$ cat src/rtl/bcd_subtractor_seq.sv
// Digit-serial packed-BCD subtractor: D = A - B - bin, one decimal digit per clock, LSD first.
// Negative results come back in ten's-complement form with bout=1; operands with a digit >9 yield d=0, err=1.
module bcd_subtractor_seq #(
  parameter int DIGITS = 4
) (
  input  logic                  clk,
  input  logic                  rst,
  input  logic                  start,
  input  logic [4*DIGITS-1:0]   a,
  input  logic [4*DIGITS-1:0]   b,
  input  logic                  bin,
  output logic                  busy,
  output logic                  done,
  output logic [4*DIGITS-1:0]   d,
  output logic                  bout,
  output logic                  err
);

  localparam int W  = 4 * DIGITS;
  localparam int KW = (DIGITS > 1) ? $clog2(DIGITS) : 1;

  typedef enum logic [1:0] {S_IDLE, S_RUN, S_DONE} state_t;

  state_t          state_q, state_d;
  logic [W-1:0]    a_q, a_d, b_q, b_d, res_q, res_d, d_q, d_d;
  logic [KW-1:0]   k_q, k_d;
  logic            br_q, br_d, errn_q, errn_d, bout_q, bout_d, err_q, err_d;
  logic            step_br, last_digit;
  logic [3:0]      step_dig;
  logic [W-1:0]    res_next;

  // One BCD digit step: returns {borrow, digit}; t spans [-16,15] so 5-bit signed suffices.
  function automatic logic [4:0] digit_sub(input logic [3:0] x, input logic [3:0] y,
                                           input logic bi);
    logic signed [4:0] t;
    t = $signed({1'b0, x}) - $signed({1'b0, y}) - $signed({4'b0000, bi});
    if (t < 0) return {1'b1, 4'(t + 5'sd10)};
    else       return {1'b0, t[3:0]};
  endfunction

  function automatic logic has_bad_digit(input logic [W-1:0] x);
    logic bad;
    bad = 1'b0;
    for (int i = 0; i < DIGITS; i++) begin
      if (x[4*i +: 4] > 4'd9) bad = 1'b1;
    end
    return bad;
  endfunction

  assign {step_br, step_dig} = digit_sub(a_q[3:0], b_q[3:0], br_q);
  assign last_digit          = (k_q == KW'(DIGITS - 1));
  assign res_next            = (res_q >> 4) | (W'(step_dig) << (W - 4));

  always_ff @(posedge clk) begin
    if (rst) begin
      state_q <= S_IDLE;
      a_q     <= '0;
      b_q     <= '0;
      res_q   <= '0;
      d_q     <= '0;
      k_q     <= '0;
      br_q    <= 1'b0;
      errn_q  <= 1'b0;
      bout_q  <= 1'b0;
      err_q   <= 1'b0;
    end else begin
      state_q <= state_d;
      a_q     <= a_d;
      b_q     <= b_d;
      res_q   <= res_d;
      d_q     <= d_d;
      k_q     <= k_d;
      br_q    <= br_d;
      errn_q  <= errn_d;
      bout_q  <= bout_d;
      err_q   <= err_d;
    end
  end

  always_comb begin
    state_d = state_q;
    case (state_q)
      S_IDLE:  if (start) state_d = S_RUN;
      S_RUN:   if (last_digit) state_d = S_DONE;
      S_DONE:  state_d = S_IDLE;
      default: state_d = S_IDLE;
    endcase
  end

  // Operands shift right so the active digit is always in the low nibble.
  always_comb begin
    a_d    = a_q;
    b_d    = b_q;
    res_d  = res_q;
    d_d    = d_q;
    k_d    = k_q;
    br_d   = br_q;
    errn_d = errn_q;
    bout_d = bout_q;
    err_d  = err_q;
    case (state_q)
      S_IDLE: begin
        if (start) begin
          a_d    = a;
          b_d    = b;
          br_d   = bin;
          k_d    = '0;
          res_d  = '0;
          errn_d = has_bad_digit(a) | has_bad_digit(b);
        end
      end
      S_RUN: begin
        a_d   = a_q >> 4;
        b_d   = b_q >> 4;
        br_d  = step_br;
        res_d = res_next;
        k_d   = k_q + KW'(1);
        if (last_digit) begin
          d_d    = errn_q ? '0   : res_next;
          bout_d = errn_q ? 1'b0 : step_br;
          err_d  = errn_q;
        end
      end
      default: ;
    endcase
  end

  always_comb begin
    busy = (state_q == S_RUN);
    done = (state_q == S_DONE);
    d    = d_q;
    bout = bout_q;
    err  = err_q;
  end

endmodule

$ cat config.mk
export PLATFORM = sky130hd
export DESIGN_NAME = bcd_subtractor_seq
export DESIGN_NICKNAME = d
export VERILOG_FILES = /design/src/rtl/bcd_subtractor_seq.sv
export SDC_FILE = /design/constraint.sdc
export NUM_CORES = 1
export LEC_CHECK = 0
export ABC_AREA = 1
export BUFFER_PORTS_ARGS = -buffer_cell sky130_fd_sc_hd__buf_2
export CORE_MARGIN = 4
export CORE_UTILIZATION = 54
export DETAILED_ROUTE_END_ITERATION = 6
export HOLD_SLACK_MARGIN = 0.03
export PLACE_DENSITY_LB_ADDON = 0.05
export SKIP_LAST_GASP = 1
export SYNTH_ARGS = -nofsm -noshare
export SYNTH_HDL_FRONTEND = slang
export SYNTH_SLANG_ARGS = --single-unit
$ cat constraint.sdc
create_clock -name clk -period 3 [get_ports clk]
set_clock_uncertainty 0.2 [all_clocks]
set_input_delay 0.3 -clock clk [delete_from_list [all_inputs] [get_ports clk]]
set_output_delay 0.3 -clock clk [all_outputs]
set_load 0.03 [all_outputs]
* After elaboration in Yosys (flattened, before gate mapping)
Index checks and enable logic that the tools add are counted. Widths: inputs -> output; s select.
Storage, ports and cells: logic and storage cells 64, bits of input ports 36, output and inout port bits 20, register bits 72
Operators by class: muxes and demuxes 28, order comparisons 9, add/subtract/negate cells 4, equality and inequality tests 5, bitwise logic cells 2, reduce and logical (&&, ||, !) cells 6
Operator list (count):
- $pmux 16 s2 | 3
- $mux 16 | 4
- $gt 4x4->1 const B | 8
- $or 12x16->16 | 1
- $mux 1 | 14
- $pmux 2 s2 | 2
- $reduce_and 2->1 | 4
- $mux 2 | 3
- $lt 5x1->1 const B | 1
- $mux 5 | 1
- $sub 4x4->5 | 1
- $sub 5x2->5 | 1
- $add 4x4->4 const B | 1
- $eq 2x2->1 const B | 2
- $add 2x1->2 const B | 1
- $eq 2x1->1 const B | 1
- $logic_not 2->1 | 1
- $ne 2x1->1 const B | 1
- $ne 2x2->1 const B | 1
- $pmux 1 s2 | 1
- $reduce_bool 2->1 | 1
- $or 1x1->1 | 1

* Logic depth before layout (Yosys ltp)
Gate-level depths: netlist (run 1).
depth after elaboration 8, mapped depth 13, mapped depth without buffers 13

* Least setup slack after synthesis (run 1)
Ideal clock, no wire load.
path type register to register, start point register b_q[0], end point register d_q[13], in the netlist d[13], data required time 2668 ps, library setup time 132 ps, path buffers 0, slack 694 ps, period minus slack after synthesis 2306 ps, data arrival time 1973 ps, cell stages (with the launch flop) 13, path through dfxtp_1 > inv_1 > fa_1 > fa_1 > inv_1 > nand2_1 > nand2_1 > nand2_1 > nand2_1 > nand2_2 > or2_2 > nand3_1 > a21oi_1
On the way: cells in the longest elaborated chain, start to end 6, elaborated cells between the ends (all ways) 7, those cells by class add/sub: 3; order compare: 1; mux: 2; bitwise: 1
Ends and longest elaborated chain:
- start, declared | line 25 | logic [W-1:0] a_q, a_d, b_q, b_d, res_q, res_d, d_q, d_d;
- start signal, assigned | line 58 | b_q <= '0;
- start signal, assigned | line 69 | b_q <= b_d;
- $sub 4x4->5 (*) | line 36 | t = $signed({1'b0, x}) - $signed({1'b0, y}) - $signed({4'b0000, bi});
- $sub 5x2->5 (*) | line 36
- $add 4x4->4 or $lt 5x1->1 (tied branches) | line 37 | if (t < 0) return {1'b1, 4'(t + 5'sd10)};
- $mux 5 (*) | line 37
- $or 12x16->16 (*) | line 52 | assign res_next = (res_q >> 4) | (W'(step_dig) << (W - 4));
- $mux 16 (*) | line 119 | d_d = errn_q ? '0 : res_next;
- end signal, assigned | line 60 | d_q <= '0;
- end signal, assigned | line 71 | d_q <= d_d;
- end, declared | line 25
Every way passes the cells marked *; elsewhere a longest branch is shown, timed or not. A chain may end at the register's enable or synchronous reset.

* Final worst setup path (run 1)
start point register b_q[0], end point register res_q[13]
On the way: cells in the longest elaborated chain, start to end 6, elaborated cells between the ends (all ways) 7, those cells by class add/sub: 3; order compare: 1; mux: 2; bitwise: 1
Ends and longest elaborated chain:
- $sub 4x4->5 (*) | line 36
- $sub 5x2->5 (*) | line 36
- $add 4x4->4 or $lt 5x1->1 (tied branches) | line 37
- $mux 5 (*) | line 37
- $or 12x16->16 (*) | line 52
- $pmux 16 s2 (*) | line 101 | case (state_q)
- end signal, assigned | line 70 | res_q <= res_d;
- end, declared | line 25
Marks and branches as above.

==> out/results.txt, run 1 <==
Mapped Cells - 390
Avg Inst Size Synth - 7.48 um2
gr ovfl total - 0
CP Data Arrival Time - 2520 ps
count leader, synth - nand2_1
gp weighted congestion - 0.811
IO Pins - 56
post-route ant nets - 0
register bit total from synthesis - 68
H-tree depth - 3
Final TNS setup - 0 ps
post-synthesis cell area - 2920 um2
Post-route DRC - 0
Tot Pwr - 2.07 mW
pwr/cell area - 574 nW/um2
clk_lat worst skew - 350 ps
ys flop type - dfxtp_1
top cells by area, synth - dfxtp_1 (47%), nand2_1 (18%), a21oi_1 (6.9%), o21ai_0 (6.0%), a31oi_1 (5.4%)
share of the synthesized area in the top cell type - 0.467
FP Rows - 26
first-pass GRT wire length - 11.5 mm
Hold Path Class - in2reg
cell type with the largest total area after synthesis - dfxtp_1
Slew headroom - 0.508
worst hold slack - 38.0 ps
vias in the first global route - 2522
placed inst area - 3200 um2
dpl cells - 495
antenna cell count - 0
register area share after synthesis - 0.467
Pleak - 1.53 nW
share of cells above drive strength 1 - 0.171
status - finished, final reports clean
Global Route Usage Sum - 0.228
antenna violations before repair - 0
WL/cell - 13.1 um
Critical Path End Type - flop
initial core utilization - 0.564
Post-CTS Repair Setup Buffers - 0
Yosys warning total - 0
Die Y - 81.5 um
via count - 2754
Worst Tran Pin Value - 738 ps
detail-routed via count per cell - 5.17
fillers - 455
root buf cell - clkbuf_8
worst vdd ir - 0.000370 V
cts bufs inserted - 9
Netlist cell types - 25
startpoint types - flop
DPL Wire Length - 4.52 mm
number of enable flip-flop cells after synthesis - 0
Final period util - 0.835
Post-Route WL - 6.98 mm
Max Slew Vio Count - 0
CP max FO - 6
clock-pin slew on the worst setup and hold paths - 80 ps
synth cell count leaders - nand2_1 (141), dfxtp_1 (68), a21oi_1 (40), o21ai_0 (35), a31oi_1 (25)
IO buf count - 55
Area growth syn-to-layout - 23.4%
RSZ-0062 raised after global routing - no
Die W - 81.5 um
max cap viols - 0
worst endpoint required time - 3020 ps
kind of critical path - reg2reg
CTS tree - done
drt pass-1 iters - 5
drt initial violations - 144
cell area after layout - 3600 um2
Hold Vio Cnt, Final - 0
final setup fails - 0
die area - 6640 um2
largest net degree at the start of global routing - 50
Core Footprint - 5170 um2
min Tclk post-route - 2510 ps
Non-Filler Instances - 533
ys async rst share - 0
Syn Nets - 436
CTS Buffer Depth - 2
Nets - 504
Highest Clock Rate - 0.399 GHz
Sink Count - 68
[metrics by stage]
step	worst slack (ps)	util
finish	494	0.696
global route	319	0.696
CTS	500	0.696
detailed placement	509	0.619
global placement	619	0.619
floorplan	694	-
[routing by layer]
| metal | part of all wire | track usage |
|---|---|---|
| met5 | 0 | 0 |
| met4 | 0.018 | 0.117 |
| met3 | 0.044 | 0.0373 |
| met1 | 0.47 | 0.298 |
| met2 | 0.46 | 0.364 |
[flip-flops by register name, indices dropped and copies added, names as in the netlist]
name and cells:
err 1, state_q 2, d 16, errn_q 1
br_q 1, bout 1, a_q 16, res_q 12
b_q 16, k_q 2
[kinds of logic after synthesis]
family                     share of synthesized area
and+or+nand+nor                                0.230
AOI/OAI and AO/OA                              0.184
xor gates and xnor gates                     0.00300
buffers and inverters                         0.0682
adders and majority gates                     0.0480
DFF                                            0.467
[final cells by class]
type | instances | area, um2 | area share
clock buffers | 11 | 141 | 0.0393
clock inverters | 5 | 37.5 | 0.0104
inverters | 22 | 85.1 | 0.0236
multi-input cells | 277 | 1360 | 0.377
flip-flops and latches | 68 | 1360 | 0.378
well taps | 70 | 87.6 | 0.0243
repair buffers | 80 | 531 | 0.147
[path summary, 6_finish.rpt]
path,from,endpoint,slack (ps),depth (start not counted)
max,b_q[0],res_q[13],490,12
min,b[1],b_q[1],40,3
max reg2reg,b_q[0],res_q[13],490,12
min reg2reg,d[14],d[14],260,2
[report_power, final]
group,switching [mW],internal [mW],total [mW]
clock network,0.352,0.324,0.675
registers,0.0361,0.961,0.997
logic,0.241,0.155,0.395
total,0.628,1.44,2.07
[worst max-delay path: stages, from the launching register on]
cell     delay [ps]
dfxtp_1         320
inv_1            50
fa_1            430
fa_1            400
inv_1            60
nand2_1          90
nand2_1         110
nand2_1          80
nand2_1         100
nand2_2         100
or2_2           300
nand3_1          80
a21oi_1          70
[layout by cell type, fill, tap and decap left out, drive strengths merged]
cell	synthesis	layout
clkinv	0	3
a21oi	40	40
buf	12	58
nand4	2	2
a31oi	25	25
fa	2	2
dlygate4sd3	0	22
nor3	1	1
or2	1	1
inv	22	22
dfxtp	68	68
o21ai	36	36
nand2	143	143
nand3b	1	1
nor2	8	8
ha	8	8
xor2	1	1
clkbuf	11	11
nand3	9	9
clkinvlp	0	2
[repair_timing]
action,CTS,global route
hold endpoints to repair,22,0
endpoints found under the setup margin,0,0
hold buffers,22,0
resized for setup,0,0
Note: power is estimated with default switching activity, not from simulation.
==> run 2: changes to the inputs <==
--- a/config.mk
+++ b/config.mk
@@ -5,10 +5,10 @@
 export SDC_FILE = /design/constraint.sdc
 export NUM_CORES = 1
 export LEC_CHECK = 0
-export ABC_AREA = 1
+export ABC_AREA = 0
 export BUFFER_PORTS_ARGS = -buffer_cell sky130_fd_sc_hd__buf_2
 export CORE_MARGIN = 4
-export CORE_UTILIZATION = 54
+export CORE_UTILIZATION = 55
 export DETAILED_ROUTE_END_ITERATION = 6
 export HOLD_SLACK_MARGIN = 0.03
 export PLACE_DENSITY_LB_ADDON = 0.05
==> constraint.sdc (replaced) <==
create_clock -name clk -period 2.5 [get_ports clk]
set_clock_uncertainty 0.2 [all_clocks]
set_input_delay 0.25 -clock clk [delete_from_list [all_inputs] [get_ports clk]]
set_output_delay 0.25 -clock clk [all_outputs]
set_load 0.03 [all_outputs]
==> run 2 against run 1 <==
  * The run now ends with setup timing left
  * Hold slack better by 63 ps
  * Global-route usage increased by 2.1 points
  * Clock-buffer cell count shrank 2
  * Critical path depth decreased by 2
  * Critical endpoint is now d[14]
  * Register-to-register slack got worse by 620 ps
==> out/results.txt, run 2 <==
drt pass-1 iters - 5 (unchanged)
sequential share of power - 0.432 (-0.050)
Cell Int Power - 1.97 mW (+37%)
cell type with the largest total area after synthesis - dfxtp_1
die area - 6750 um2 (+1.6%)
share of the synthesized area in the top cell type - 0.450 (-0.0166)
Post-route DRC - 0 (unchanged)
ys async rst share - 0 (unchanged)
failing checks - setup timing
CP cell instances - inv_2 > fa_2 > fa_2 > xor2_1 > ha_1 > nor3b_2 > a211oi_2 > o221ai_2 > a22oi_1 > nor2_1
R2R depth - 10 (-2)
RSZ-0062 raised after global routing - yes
final setup fails - 5 (+5)
kind of critical path - reg2reg
drt initial violations - 161 (+12%)
antenna cell count - 0 (unchanged)
Highest Clock Rate - 0.381 GHz (-4.6%)
gr ovfl total - 0 (unchanged)
post-route ant nets - 0 (unchanged)
register area share after synthesis - 0.450 (-0.0166)
root buf cell - clkbuf_8
via count - 2967 (+7.7%)
top cells by area, synth - dfxtp_1 (45%), nor2_1 (8.7%), a311oi_1 (6.9%), nand2_1 (6.5%), a22oi_1 (5.0%)
Final period util - 1.05 (+0.215)
most frequent cells in the layout - nor2_1 (68), dfxtp_1 (65), buf_2 (55)
share of cells above drive strength 1 - 0.220 (+0.0496)
Avg Inst Size Synth - 8.20 um2 (+9.6%)
Post-Route WL - 7.69 mm (+10%)
count leader, synth - nor2_1
startpoint types - flop
number of enable flip-flop cells after synthesis - 0 (unchanged)
IO buf count - 55 (unchanged)
FP Rows - 26 (unchanged)
Critical Path End Type - flop
Worst R2R End - d[14]
post-synthesis cell area - 3030 um2 (+3.7%)
Syn Nets - 415 (-4.8%)
Worst Hold Path EP - br_q
Sw Pwr - 781 uW (+24%)
ys flop type - dfxtp_1
Worst path most repeated cell - fa_2
Max Slew Vio Count - 0 (unchanged)
Nets - 495 (-1.8%)
CTS Buffer Depth - 2 (unchanged)
Area growth syn-to-layout - 30.1%
r2r startpoint - b_q[0]
initial core utilization - 0.581 (+0.0171)
Hold Path Depth - 4 (+1)
worst vdd ir - 0.000430 V (+16%)
pre-CTS WS - -242 ps (-751 ps)
WL/cell - 14.7 um (+12%)
Mapped Cells - 369 (-5.4%)
Worst Tran Pin Value - 696 ps (-41.9 ps)
CP max stage delay - 370 ps (-60 ps)
Critical-path top delay cell - fa_2
worst hold slack - 101 ps (+63.0 ps)
Bufs and invs on worst path - 1 (-1)
cell area after layout - 3940 um2 (+9.3%)
clk_lat worst skew - 340 ps (about the same)
antenna violations before repair - 0 (unchanged)
Netlist cell types - 37 (+48%)
Slew headroom - 0.534 (+0.0268)
reg2reg setup slack - -130 ps (-620 ps)
cts bufs inserted - 9 (unchanged)
pwr/cell area - 698 nW/um2 (+21%)
hold_sp - bin
H-tree depth - 3 (unchanged)
first-pass GRT wire length - 12.8 mm (+11%)
min Tclk post-route - 2630 ps (+120 ps)
CTS tree - done
CP max FO - 3 (-3)
worst endpoint required time - 2520 ps (-500 ps)
CP Data Arrival Time - 2650 ps (+130 ps)
DPL Wire Length - 4.83 mm (+6.8%)
max cap viols - 0 (unchanged)
Yosys warning total - 0 (unchanged)
Global Route Usage Sum - 0.249 (+0.0210)
Die W - 82.2 um (+0.81%)
register bit total from synthesis - 68 (unchanged)
Core Footprint - 5200 um2 (+0.63%)
dpl cells - 474 (-4.2%)
gp weighted congestion - 0.844 (+4.0%)
Clk network pwr share - 0.357 (+0.030)
Die Y - 82.2 um (+0.81%)
final setup margin - -126 ps (-620 ps)
Pleak - 1.64 nW (+7.3%)
vias in the first global route - 2817 (+12%)
synth cell count leaders - nor2_1 (70), dfxtp_1 (68), nand2_1 (52), clkbuf_1 (26), a311oi_1 (24)
Sink Count - 68 (unchanged)
Hold Path Class - in2reg
detail-routed via count per cell - 5.66 (+9.6%)
status - complete, but fails checks
Hold Vio Cnt, Final - 0 (unchanged)
commonest non-fill, non-tap cell in the layout - nor2_1
largest net degree at the start of global routing - 50 (unchanged)
Non-Filler Instances - 524 (-1.7%)
clock-pin slew on the worst setup and hold paths - 80 ps (about the same)
IO Pins - 56 (unchanged)
switching share of total power - 0.284 (-0.0195)
Logic pwr share - 0.210 (+0.019)
placed inst area - 3350 um2 (+4.7%)
Top delay family on crit path - adder cells
[run 2: logic make-up (layout without fill, tap and decap cells)]
logic type      after synthesis  count (layout)  share of synthesized area
xor+xnor                      3               3                    0.00869
compound gates               89              89                      0.206
simple gates                161             161                      0.238
buf+inv                      38             123                     0.0504
flops                        68              68                      0.450
fa+ha+maj                    10              10                     0.0463
[run 2: how the worst max path moves through the flow]
stage	start	end	slack, ps	depth (start not counted)
after global routing	b_q[0]	res_q[13]	-260	10
after global placement	br_q	d[14]	-140	10
after CTS	b_q[0]	d[14]	-120	10
final	b_q[0]	d[14]	-130	10
after floorplan	b_q[0]	d[14]	-70	10
after detailed placement	br_q	d[14]	-240	10
[run 2: per-layer routing]
layer	up-vias	GRT usage	wire [um]
met5	-	0	0
met4	0	0.0814	80
met3	14	0.0716	435
met2	96	0.405	3730
met1	1404	0.318	3450
li1	1453	-	-
[run 2: tightest hold or removal path, delay by kind of cell]
family / cells / cell delay [ps]
AO/OA/AOI/OAI: 3 / 280
buffers and inverters: 1 / 80
[run 2: repair_timing]
action | in CTS | in global routing
endpoints found under the hold margin | 32 | 0
pin swaps | 1 | 7
hold buffers | 32 | 0
endpoints found under the setup margin | 3 | 6
resized for setup | 4 | 7
setup buffers | 1 | 1
[run 2: area by class of cell]
class	count	area, um2
Clock buffer	9	124
Clock inverter	7	91.3
Fill cell	420	1270
Inverter	9	35.0
Multi-Input combinational cell	263	1560
Sequential cell	68	1370
Tap cell	70	87.6
Timing Repair Buffer	98	678
[run 2: per-stage QoR]
stage / TNS (ps) / utilization / total power, mW
4_1_cts: -402 / 0.752 / 2.73
6_report: -472 / 0.756 / 2.75
2_1_floorplan: -130 / - / 1.54
3_3_place_gp: -260 / 0.644 / 1.68
5_1_grt: -1410 / 0.756 / 2.89
3_5_place_dp: -475 / 0.644 / 1.70
[run 2: power groups by stage]
stage	clock network (mW)	logic [mW]	registers [mW]
6_report	0.981	0.578	1.19
5_1_grt	1.05	0.644	1.20
4_1_cts	1.00	0.546	1.19
3_5_place_dp	0	0.487	1.21
3_3_place_gp	0	0.473	1.21
2_1_floorplan	0	0.346	1.20
